==> src/rtl/time_display_driver.sv <==
// time_display_driver
// -------------------
// Drives six active-low 7-segment digits (HH MM SS) from the binary time
// fields of the time-of-day counter.
//
// Each field is converted to BCD by a sequential shift-add-3 engine. The
// digits on the display only change when a complete conversion of all three
// fields is committed. The field currently being set can be flashed.
//
// Ports:
//   CLK        system clock
//   RST        asynchronous active-low reset
//   seconds    binary seconds (8 bits)
//   minutes    binary minutes (8 bits)
//   hours      binary hours (8 bits)
//   BLINK_SEL  flashing field: 00 none, 01 seconds, 10 minutes, 11 hours
//   HEX0..HEX5 active-low segments (bit0=a .. bit6=g), HEX0 = seconds ones
//   busy       high while a conversion is in progress
//   updated    one-cycle pulse when a new display value is committed
//
// Parameters:
//   BLINK_HALF clock cycles per blink half-period (visible or blank)

module time_display_driver #(
    parameter int BLINK_HALF = 12500000
) (
    input  logic       CLK,
    input  logic       RST,
    input  logic [7:0] seconds,
    input  logic [7:0] minutes,
    input  logic [7:0] hours,
    input  logic [1:0] BLINK_SEL,
    output logic [6:0] HEX0,
    output logic [6:0] HEX1,
    output logic [6:0] HEX2,
    output logic [6:0] HEX3,
    output logic [6:0] HEX4,
    output logic [6:0] HEX5,
    output logic       busy,
    output logic       updated
);

    localparam int            CW       = (BLINK_HALF > 1) ? $clog2(BLINK_HALF) : 1;
    localparam logic [CW-1:0] CNT_LAST = CW'(BLINK_HALF - 1);
    localparam logic [6:0]    SEG_DASH  = 7'b0111111;
    localparam logic [6:0]    SEG_BLANK = 7'b1111111;

    typedef enum logic [1:0] {IDLE, CONV, COMMIT} state_t;

    state_t        state, state_next;
    logic [7:0]    snap_s, snap_m, snap_h;
    logic [19:0]   shift_reg;
    logic [2:0]    iter;
    logic [1:0]    field_idx;
    logic [11:0]   pend_s, pend_m, pend_h;
    logic [11:0]   disp_s, disp_m, disp_h;
    logic [CW-1:0] blink_cnt;
    logic          blank_phase;
    logic [1:0]    sel_q;

    logic          input_changed;
    logic [7:0]    field_bin;
    logic [19:0]   dd_src, dd_adj, dd_next;

    function automatic logic [3:0] add3(input logic [3:0] d);
        return (d >= 4'd5) ? d + 4'd3 : d;
    endfunction

    function automatic logic [6:0] seg7(input logic [3:0] d);
        case (d)
            4'd0:    return 7'b1000000;
            4'd1:    return 7'b1111001;
            4'd2:    return 7'b0100100;
            4'd3:    return 7'b0110000;
            4'd4:    return 7'b0011001;
            4'd5:    return 7'b0010010;
            4'd6:    return 7'b0000010;
            4'd7:    return 7'b1111000;
            4'd8:    return 7'b0000000;
            4'd9:    return 7'b0010000;
            default: return SEG_DASH;
        endcase
    endfunction

    // Returns {tens, ones}. Blanking wins over the out-of-range dash so the
    // selected field still visibly flashes while it holds a bad value.
    function automatic logic [13:0] field_segs(input logic [11:0] bcd, input logic blank);
        if (blank)
            return {SEG_BLANK, SEG_BLANK};
        else if (bcd[11:8] != 4'd0)
            return {SEG_DASH, SEG_DASH};
        else
            return {seg7(bcd[7:4]), seg7(bcd[3:0])};
    endfunction

    assign input_changed = ({hours, minutes, seconds} != {snap_h, snap_m, snap_s});
    assign busy          = (state != IDLE);

    // One double-dabble step. On the first step of a field the binary value
    // is taken straight from the snapshot with an empty BCD part, so no
    // separate load cycle is needed between fields.
    always_comb begin
        case (field_idx)
            2'd0:    field_bin = snap_s;
            2'd1:    field_bin = snap_m;
            default: field_bin = snap_h;
        endcase
        dd_src  = (iter == 3'd0) ? {12'd0, field_bin} : shift_reg;
        dd_adj  = {add3(dd_src[19:16]), add3(dd_src[15:12]), add3(dd_src[11:8]), dd_src[7:0]};
        dd_next = dd_adj << 1;
    end

    // Next-state logic of the conversion sequencer.
    always_comb begin
        state_next = state;
        case (state)
            IDLE:    if (input_changed) state_next = CONV;
            CONV:    if (iter == 3'd7 && field_idx == 2'd2) state_next = COMMIT;
            COMMIT:  state_next = IDLE;
            default: state_next = IDLE;
        endcase
    end

    // Conversion datapath: snapshot capture, shifting, per-field result
    // capture and the final commit into the displayed digits.
    always_ff @(posedge CLK or negedge RST) begin
        if (!RST) begin
            state     <= IDLE;
            snap_s    <= 8'd0;
            snap_m    <= 8'd0;
            snap_h    <= 8'd0;
            shift_reg <= 20'd0;
            iter      <= 3'd0;
            field_idx <= 2'd0;
            pend_s    <= 12'd0;
            pend_m    <= 12'd0;
            pend_h    <= 12'd0;
            disp_s    <= 12'd0;
            disp_m    <= 12'd0;
            disp_h    <= 12'd0;
            updated   <= 1'b0;
        end else begin
            state   <= state_next;
            updated <= 1'b0;
            case (state)
                IDLE: begin
                    if (input_changed) begin
                        snap_s    <= seconds;
                        snap_m    <= minutes;
                        snap_h    <= hours;
                        shift_reg <= 20'd0;
                        iter      <= 3'd0;
                        field_idx <= 2'd0;
                    end
                end
                CONV: begin
                    shift_reg <= dd_next;
                    iter      <= iter + 3'd1;
                    if (iter == 3'd7) begin
                        case (field_idx)
                            2'd0:    pend_s <= dd_next[19:8];
                            2'd1:    pend_m <= dd_next[19:8];
                            default: pend_h <= dd_next[19:8];
                        endcase
                        field_idx <= field_idx + 2'd1;
                    end
                end
                COMMIT: begin
                    disp_s  <= pend_s;
                    disp_m  <= pend_m;
                    disp_h  <= pend_h;
                    updated <= 1'b1;
                end
                default: ;
            endcase
        end
    end

    // Blink timer. A change of field select restarts the half-period in the
    // visible phase so a newly selected field is never blank at first.
    always_ff @(posedge CLK or negedge RST) begin
        if (!RST) begin
            blink_cnt   <= '0;
            blank_phase <= 1'b0;
            sel_q       <= 2'b00;
        end else if (BLINK_SEL != sel_q) begin
            sel_q       <= BLINK_SEL;
            blink_cnt   <= '0;
            blank_phase <= 1'b0;
        end else if (blink_cnt == CNT_LAST) begin
            blink_cnt   <= '0;
            blank_phase <= ~blank_phase;
        end else begin
            blink_cnt <= blink_cnt + CW'(1);
        end
    end

    // The blink mask uses the registered select so it stays aligned with
    // the phase restart that follows a select change.
    always_comb begin
        {HEX1, HEX0} = field_segs(disp_s, blank_phase && sel_q == 2'b01);
        {HEX3, HEX2} = field_segs(disp_m, blank_phase && sel_q == 2'b10);
        {HEX5, HEX4} = field_segs(disp_h, blank_phase && sel_q == 2'b11);
    end

endmodule

==> config.mk <==
export PLATFORM = sky130hd
export DESIGN_NAME = time_display_driver
export DESIGN_NICKNAME = d
export VERILOG_FILES = /design/src/rtl/time_display_driver.sv
export SDC_FILE = /design/constraint.sdc
export NUM_CORES = 1
export LEC_CHECK = 0
export ABC_AREA = 1
export CORE_UTILIZATION = 30
export DETAILED_ROUTE_END_ITERATION = 8
export PLACE_DENSITY = 0.45
export SYNTH_ARGS = -nofsm -noshare
export SYNTH_HDL_FRONTEND = slang
export SYNTH_SLANG_ARGS = --single-unit
==> constraint.sdc <==
create_clock -name CLK -period 4.9 [get_ports CLK]
set_input_delay 0.98 -clock CLK [delete_from_list [all_inputs] [get_ports CLK]]
set_output_delay 0.98 -clock CLK [all_outputs]
set_load 0.005 [all_outputs]
==> flow_summary_export.csv, run 1 <==
group,metric,value,unit
status,outcome,"finished, final reports clean",
finish,n_antenna_cell,0,
floorplan,fp.dieW,168,µm
power,p_per_area,304,nW/µm²
power,p_leak,4.95,nW
routing,wire_per_inst,13.0,µm
clocking,cts_resized,0,
clocking,worstSkewPairLatency,0.42,ns
power,power.internal,2.24,mW
worst_setup_path,arrival,2.27,ns
routing,routed_wl,19500,µm
hold_path,hp-class,"reg2reg",
floorplan,core_area,27000,µm²
worst_setup_path,critical_path.max_fanout,5,
finish,fin_area,9860,µm²
floorplan,start_util,30.5,%
yosys,synth_fa_ha_area_share,6.09,%
power,switchingPower,0.749,mW
sta,rsz0062_at_grt,"false",
power,ir_drop,0.180,mV
worst_setup_path,critical_path_class,"reg2out",
routing,drc,0,
finish,final_cells,1506,
finish,utilization,36.6,%
sta,tightest_slew,0.899,ns
clocking,hold_buffers,0,
power,power_frac_clock,44.6,%
yosys,synth_top_family_by_area,"simple AND/OR/NAND/NOR gates",
clocking,root_buffer,"clkbuf_16",
sta,setup_viol,0,
sta,period_share,66.2,%
routing,vias,6879,
clocking,post_cts_buffers,0,
yosys,synth-xor-area-share,0.746,%
global_route,overflow,0,
sta,slew-limit-headroom,39.5,%
worst_setup_path,path_cells,"nor3_1 -> nor2_1 -> inv_1 -> nor2_1 -> o21ai_0 -> clkdlybuf4s50_1",
finish,final_common_cell,"nand2_1",
power,switching_share,25.0,%
sta,fmax,308,MHz
place,placed_cells,1475,
sta,drv_slew,0,
worst_setup_path,cp_slowest_cell,"clkdlybuf4s50_1",
power,pwr-share-seq,45.6,%
worst_setup_path,crit_required,3.92,ns
clocking,numCtsBuffers,17,
yosys,synth_seq_area_share,45.7,%
power,total_power,2.99,mW
yosys,muxShareOfSynthArea,0,%
sta,hold_violations,0,
clocking,ctsLongestPathBuffers,2,
worst_setup_path,critPathMostFrequentCell,"nor2_1",
place,dpl-instance-area,9260,µm²
finish,largest_reg_flops,24,
worst_setup_path,start_kind,"flip-flop",
place,portBuffers,71,
yosys,synth_nets,1156,
clocking,cts_max_level,4,
floorplan,die-area,28100,µm²
yosys,synth_cell_types,34,
floorplan,core.rowCount,60,
worst_setup_path,end_kind,"primary output",
floorplan,fp.dieH,168,µm
sta,tns,0,ns
finish,nNetsFinal,1221,
global_route,grt_use_total,14.8,%
place,hpwl,13700,µm
power,pwr-share-comb,9.8,%
yosys,syn_area_per_cell,7.56,µm²
yosys,synthCells,1088,
floorplan,ioPinCount,72,
clocking,cts_tree,"done",
yosys,synth_compound_area_share,10.2,%
global_route,antenna_found_initial,0,
finish,drive_above_1_share,6.70,%
sta,fin_skew,0.0109,ns
global_route,grt_pass1_wl,33500,µm
clocking,clk_pin_slew_worst_paths,0.07,ns
finish,syn2layout_area_growth,19.9,%
global_route,grt_pass1_vias,6527,
yosys,synth_seq_cells,150,
yosys,synth-warning-count,0,
yosys,yosys.area_share.simple,29.4,%
yosys,synth.cell_area,8220,µm²
routing,drt_iter0_markers,395,
finish,layout_common_cells,"nand2_1 (363), dfrtp_1 (150), inv_1 (126)",
clocking,cts.sinks,150,
global_route,grt_max_degree,93,
worst_setup_path,max_stage_delay,0.52,ns
routing,ant_nets,0,
place,gp_congestion,0.769,
sta,min_period,3.25,ns
run,cap_violations,0,
routing,first_pass_iters,5,
routing,via_per_inst,4.57,
-- power by group through the flow --
| stage | sequential, mW | combinational (mW) | clock, mW |
|---|---|---|---|
| finish | 1.37 | 0.292 | 1.33 |
| CTS | 1.37 | 0.299 | 1.37 |
| global placement | 1.39 | 0.294 | 0 |
| global route | 1.38 | 0.338 | 1.43 |
| floorplan | 1.37 | 0.163 | 0 |
| detailed placement | 1.39 | 0.298 | 0 |
-- kinds of logic after synthesis --
kind of cell | after synthesis
xor+xnor | 7
flops | 150
buf+inv | 162
compound gates | 152
simple gates | 577
fa+ha+maj | 40
-- synthesized netlist by cell type --
cell | instances | area, µm²
o21ai_0 | 80 | 400
inv_1 | 126 | 473
and3_1 | 1 | 6.26
clkinv_1 | 1 | 3.75
nor2_2 | 3 | 18.8
a22oi_1 | 1 | 7.51
nand3_2 | 1 | 10.0
nand2_1 | 363 | 1360
o22ai_1 | 1 | 6.26
a31o_2 | 5 | 43.8
clkbuf_1 | 12 | 45.0
buf_4 | 6 | 45.0
nand3_1 | 79 | 395
a21o_1 | 1 | 7.51
nor2_4 | 3 | 33.8
or2_2 | 15 | 93.8
nand4_1 | 6 | 37.5
nor3_1 | 27 | 135
nand2_2 | 9 | 56.3
o21ai_1 | 16 | 80.1
a21oi_1 | 26 | 130
nor4_1 | 1 | 6.26
xnor2_1 | 1 | 8.76
inv_2 | 5 | 18.8
o211ai_1 | 19 | 143
buf_6 | 1 | 11.3
o21a_1 | 1 | 7.51
ha_1 | 40 | 500
buf_1 | 2 | 7.51
buf_2 | 9 | 45.0
nor2_1 | 69 | 259
xor2_1 | 6 | 52.6
dfrtp_1 | 150 | 3750
o31ai_1 | 2 | 15.0
-- path summary, 6_finish.rpt --
check / from / endpoint / slack, ns / depth (start not counted)
setup / recovery: sel_q[0] / HEX3[0] / 1.65 / 6
hold / removal: disp_s[9] / disp_s[9] / 0.48 / 2
setup reg to reg: iter[0] / pend_h[3] / 2.44 / 8
hold reg to reg: disp_s[9] / disp_s[9] / 0.48 / 2
max in group asynchronous: RST / pend_h[10] / 3.38 / 2
min in group asynchronous: RST / blink_cnt[10] / 0.63 / 1
-- cell type report --
cell class / count / area [µm²]
timing repair buffer: 76 / 762
clock inverter: 12 / 154
fill: 2853 / 17100
sequential: 150 / 3750
multi-input combinational: 776 / 3820
inverter: 132 / 495
clock buffer: 19 / 443
tap: 341 / 427
-- routing by layer --
layer	share of wire, %	vias up	global-route usage, %
met5	0	-	0
met4	0.79	0	3.63
met3	3.6	12	2.72
met2	44	103	23.1
met1	52	3172	21.2
li1	-	3592	-
-- critical path: cells and delay by family, from the launching register on --
family	cells	cell delay [ns]
buf+inv	2	0.63
flops	1	0.40
compound gates	1	0.08
simple gates	3	0.73
-- metrics by stage --
stage,worst slack [ns],hold slack (ns)
after detailed placement,1.59,0.460
after floorplan,2.81,0.443
after global routing,1.39,0.499
after CTS,1.56,0.477
after global placement,1.60,0.457
final,1.65,0.477
Note: power is estimated with default switching activity, not from simulation.
==> run 2: changes to the inputs <==
==> constraint.sdc (replaced) <==
create_clock -name CLK -period 3.3 [get_ports CLK]
set_input_delay 0.66 -clock CLK [delete_from_list [all_inputs] [get_ports CLK]]
set_output_delay 0.66 -clock CLK [all_outputs]
set_load 0.005 [all_outputs]
==> run 2 against run 1 <==
Net effect:
- cell count rose by 0.33%
- critical path depth is 1 higher
- utilization rose by 0.42 points
- first-iteration DRC count rose by 4.8%
- routed wire length is 2.0% higher
- sequential power increased by 48%
- sequential cell count unchanged
- die area did not move
- global-route usage increased by 0.14 points
- critical path type unchanged
- critical endpoint is now HEX5[0]
==> flow_summary_export.csv, run 2 (synthesized netlist as in run 1, its figures left out) <==
group,metric,value,unit
global_route,overflow,0,
clocking,post_cts_buffers,0,
worst_setup_path,arrival,2.36,ns
worst_setup_path,r2r-end,"pend_h[7]",
routing,vias,6810,
power,p_leak,5.01,nW
finish,layout_common_cells,"nand2_1 (363), dfrtp_1 (150), inv_1 (126)",
worst_setup_path,crit_required,2.64,ns
sta,setup_viol,0,
finish,syn2layout_area_growth,21.3,%
floorplan,core_area,27000,µm²
clocking,numCtsBuffers,17,
hold_path,hp-class,"in2async",
worst_setup_path,r2r_slack,0.77,ns
floorplan,fp.dieH,168,µm
clocking,cts_tree,"done",
finish,n_antenna_cell,0,
run,cap_violations,0,
routing,ant_nets,0,
global_route,grt_pass1_wl,33700,µm
clocking,cts.sinks,150,
finish,nNetsFinal,1225,
sta,fin_skew,0.0117,ns
floorplan,start_util,30.5,%
sta,slew-limit-headroom,37.3,%
worst_setup_path,cp_slowest_cell,"clkdlybuf4s50_1",
worst_setup_path,max_stage_delay,0.53,ns
power,p_per_area,471,nW/µm²
sta,fmax,331,MHz
place,portBuffers,71,
global_route,grt_max_degree,60,
worst_setup_path,cp.depth,7,
sta,period_share,91.5,%
floorplan,die-area,28100,µm²
routing,first_pass_iters,5,
global_route,grt_pass1_vias,6481,
worst_setup_path,start_kind,"flip-flop",
floorplan,fp.dieW,168,µm
status,outcome,"finished, final reports clean",
clocking,cts_resized,0,
routing,via_per_inst,4.51,
routing,drc,0,
clocking,clk_pin_slew_worst_paths,0.07,ns
place,placed_cells,1479,
sta,tightest_slew,0.933,ns
routing,routed_wl,19900,µm
worst_setup_path,crit_family,"simple AND/OR/NAND/NOR gates",
sta,tns,0,ns
place,gp_congestion,0.768,
worst_setup_path,critical_path.max_fanout,5,
worst_setup_path,crit_buf_inv,3,
clocking,hold_buffers,0,
worst_setup_path,r2r-start,"iter[0]",
sta,rsz0062_at_grt,"false",
sta,holdWs,0.203,ns
clocking,root_buffer,"clkbuf_16",
worst_setup_path,critical_path_class,"reg2out",
worst_setup_path,end_kind,"primary output",
clocking,ctsLongestPathBuffers,2,
floorplan,ioPinCount,72,
worst_setup_path,path_cells,"inv_1 -> nor3_1 -> nor2_1 -> inv_1 -> nor2_1 -> o21ai_0 -> clkdlybuf4s50_1",
global_route,antenna_found_initial,0,
global_route,grt_use_total,15.0,%
sta,drv_slew,0,
finish,drive_above_1_share,7.18,%
worst_setup_path,crit_start,"sel_q[0]",
clocking,worstSkewPairLatency,0.42,ns
sta,min_period,3.02,ns
power,ir_drop,0.254,mV
finish,largest_reg_flops,24,
routing,drt_iter0_markers,414,
floorplan,core.rowCount,60,
place,hpwl,14100,µm
finish,final_cells,1511,
worst_setup_path,endpoint,"HEX5[0]",
routing,wire_per_inst,13.2,µm
sta,hold_violations,0,
worst_setup_path,r2r_cells,8,
finish,final_common_cell,"nand2_1",
clocking,cts_max_level,4,
==> run 2: changes by cell type in the layout (fill, tap and decap cells not counted), moves of 2 or more <==
| cell | delta |
|---|---|
| clkinv_2 | -2 |
| buf_4 | +3 |
| bufinv_16 | +2 |
| inv_8 | +3 |
| inv_6 | +2 |
| clkinvlp_4 | -3 |
==> run 2: report_power, final <==
part | internal (mW) | switching [mW]
clock | 1.37 | 0.854
combinational | 0.180 | 0.269
sequential | 1.95 | 0.0762
total | 3.50 | 1.20
==> run 2: layout make-up <==
type | count | area, µm²
fill | 2832 | 17000
multi-input combinational | 776 | 3820
sequential | 150 | 3750
timing repair buffer | 80 | 805
inverter | 132 | 495
tap | 341 | 427
clock buffer | 17 | 425
clock inverter | 15 | 241
==> run 2: layer usage <==
layer | share of wire (%) | global-route usage (%)
met4 | 0.64 | 3.11
met3 | 2.9 | 2.74
met2 | 44 | 23.0
met1 | 53 | 21.8
met5 | 0 | 0
==> run 2: worst register-to-register path, cell delays in order (launching register included) <==
cell	delay (ns)
dfrtp_1	0.38
inv_1	0.07
ha_1	0.20
nand2_2	0.34
nand2_1	0.15
ha_1	0.26
o31ai_1	0.79
nand2_1	0.17
nand2_1	0.11
==> run 2: worst min-delay path by stage <==
stage                          from           end  slack, ns
final                           RST  blink_cnt[9]       0.20
after global routing            RST  blink_cnt[9]       0.26
after CTS                       RST  blink_cnt[9]       0.24
after detailed placement  disp_h[8]     disp_h[8]       0.46
after global placement    disp_h[8]     disp_h[8]       0.46
after floorplan                 RST   blank_phase       0.36
==> run 2: through the flow <==
stage / instance area (µm²) / power [mW] / utilization [%] / setup WS [ns]
2_1_floorplan: 8220 / 2.28 / - / 1.41
6_report: 9970 / 4.70 / 37.0 / 0.281
3_5_place_dp: 9310 / 2.52 / 34.5 / 0.619
4_1_cts: 9970 / 4.76 / 37.0 / 0.145
5_1_grt: 9970 / 4.93 / 37.0 / 0.0262
3_3_place_gp: 9310 / 2.51 / 34.5 / 0.659
==> run 3: changes to the inputs <==
--- a/config.mk
+++ b/config.mk
@@ -12,3 +12,4 @@
 export SYNTH_ARGS = -nofsm -noshare
 export SYNTH_HDL_FRONTEND = slang
 export SYNTH_SLANG_ARGS = --single-unit
+export TNS_END_PERCENT = 5
==> results of run 3 <==
No change in the layout: final DEF, timing and power equal those of run 2.
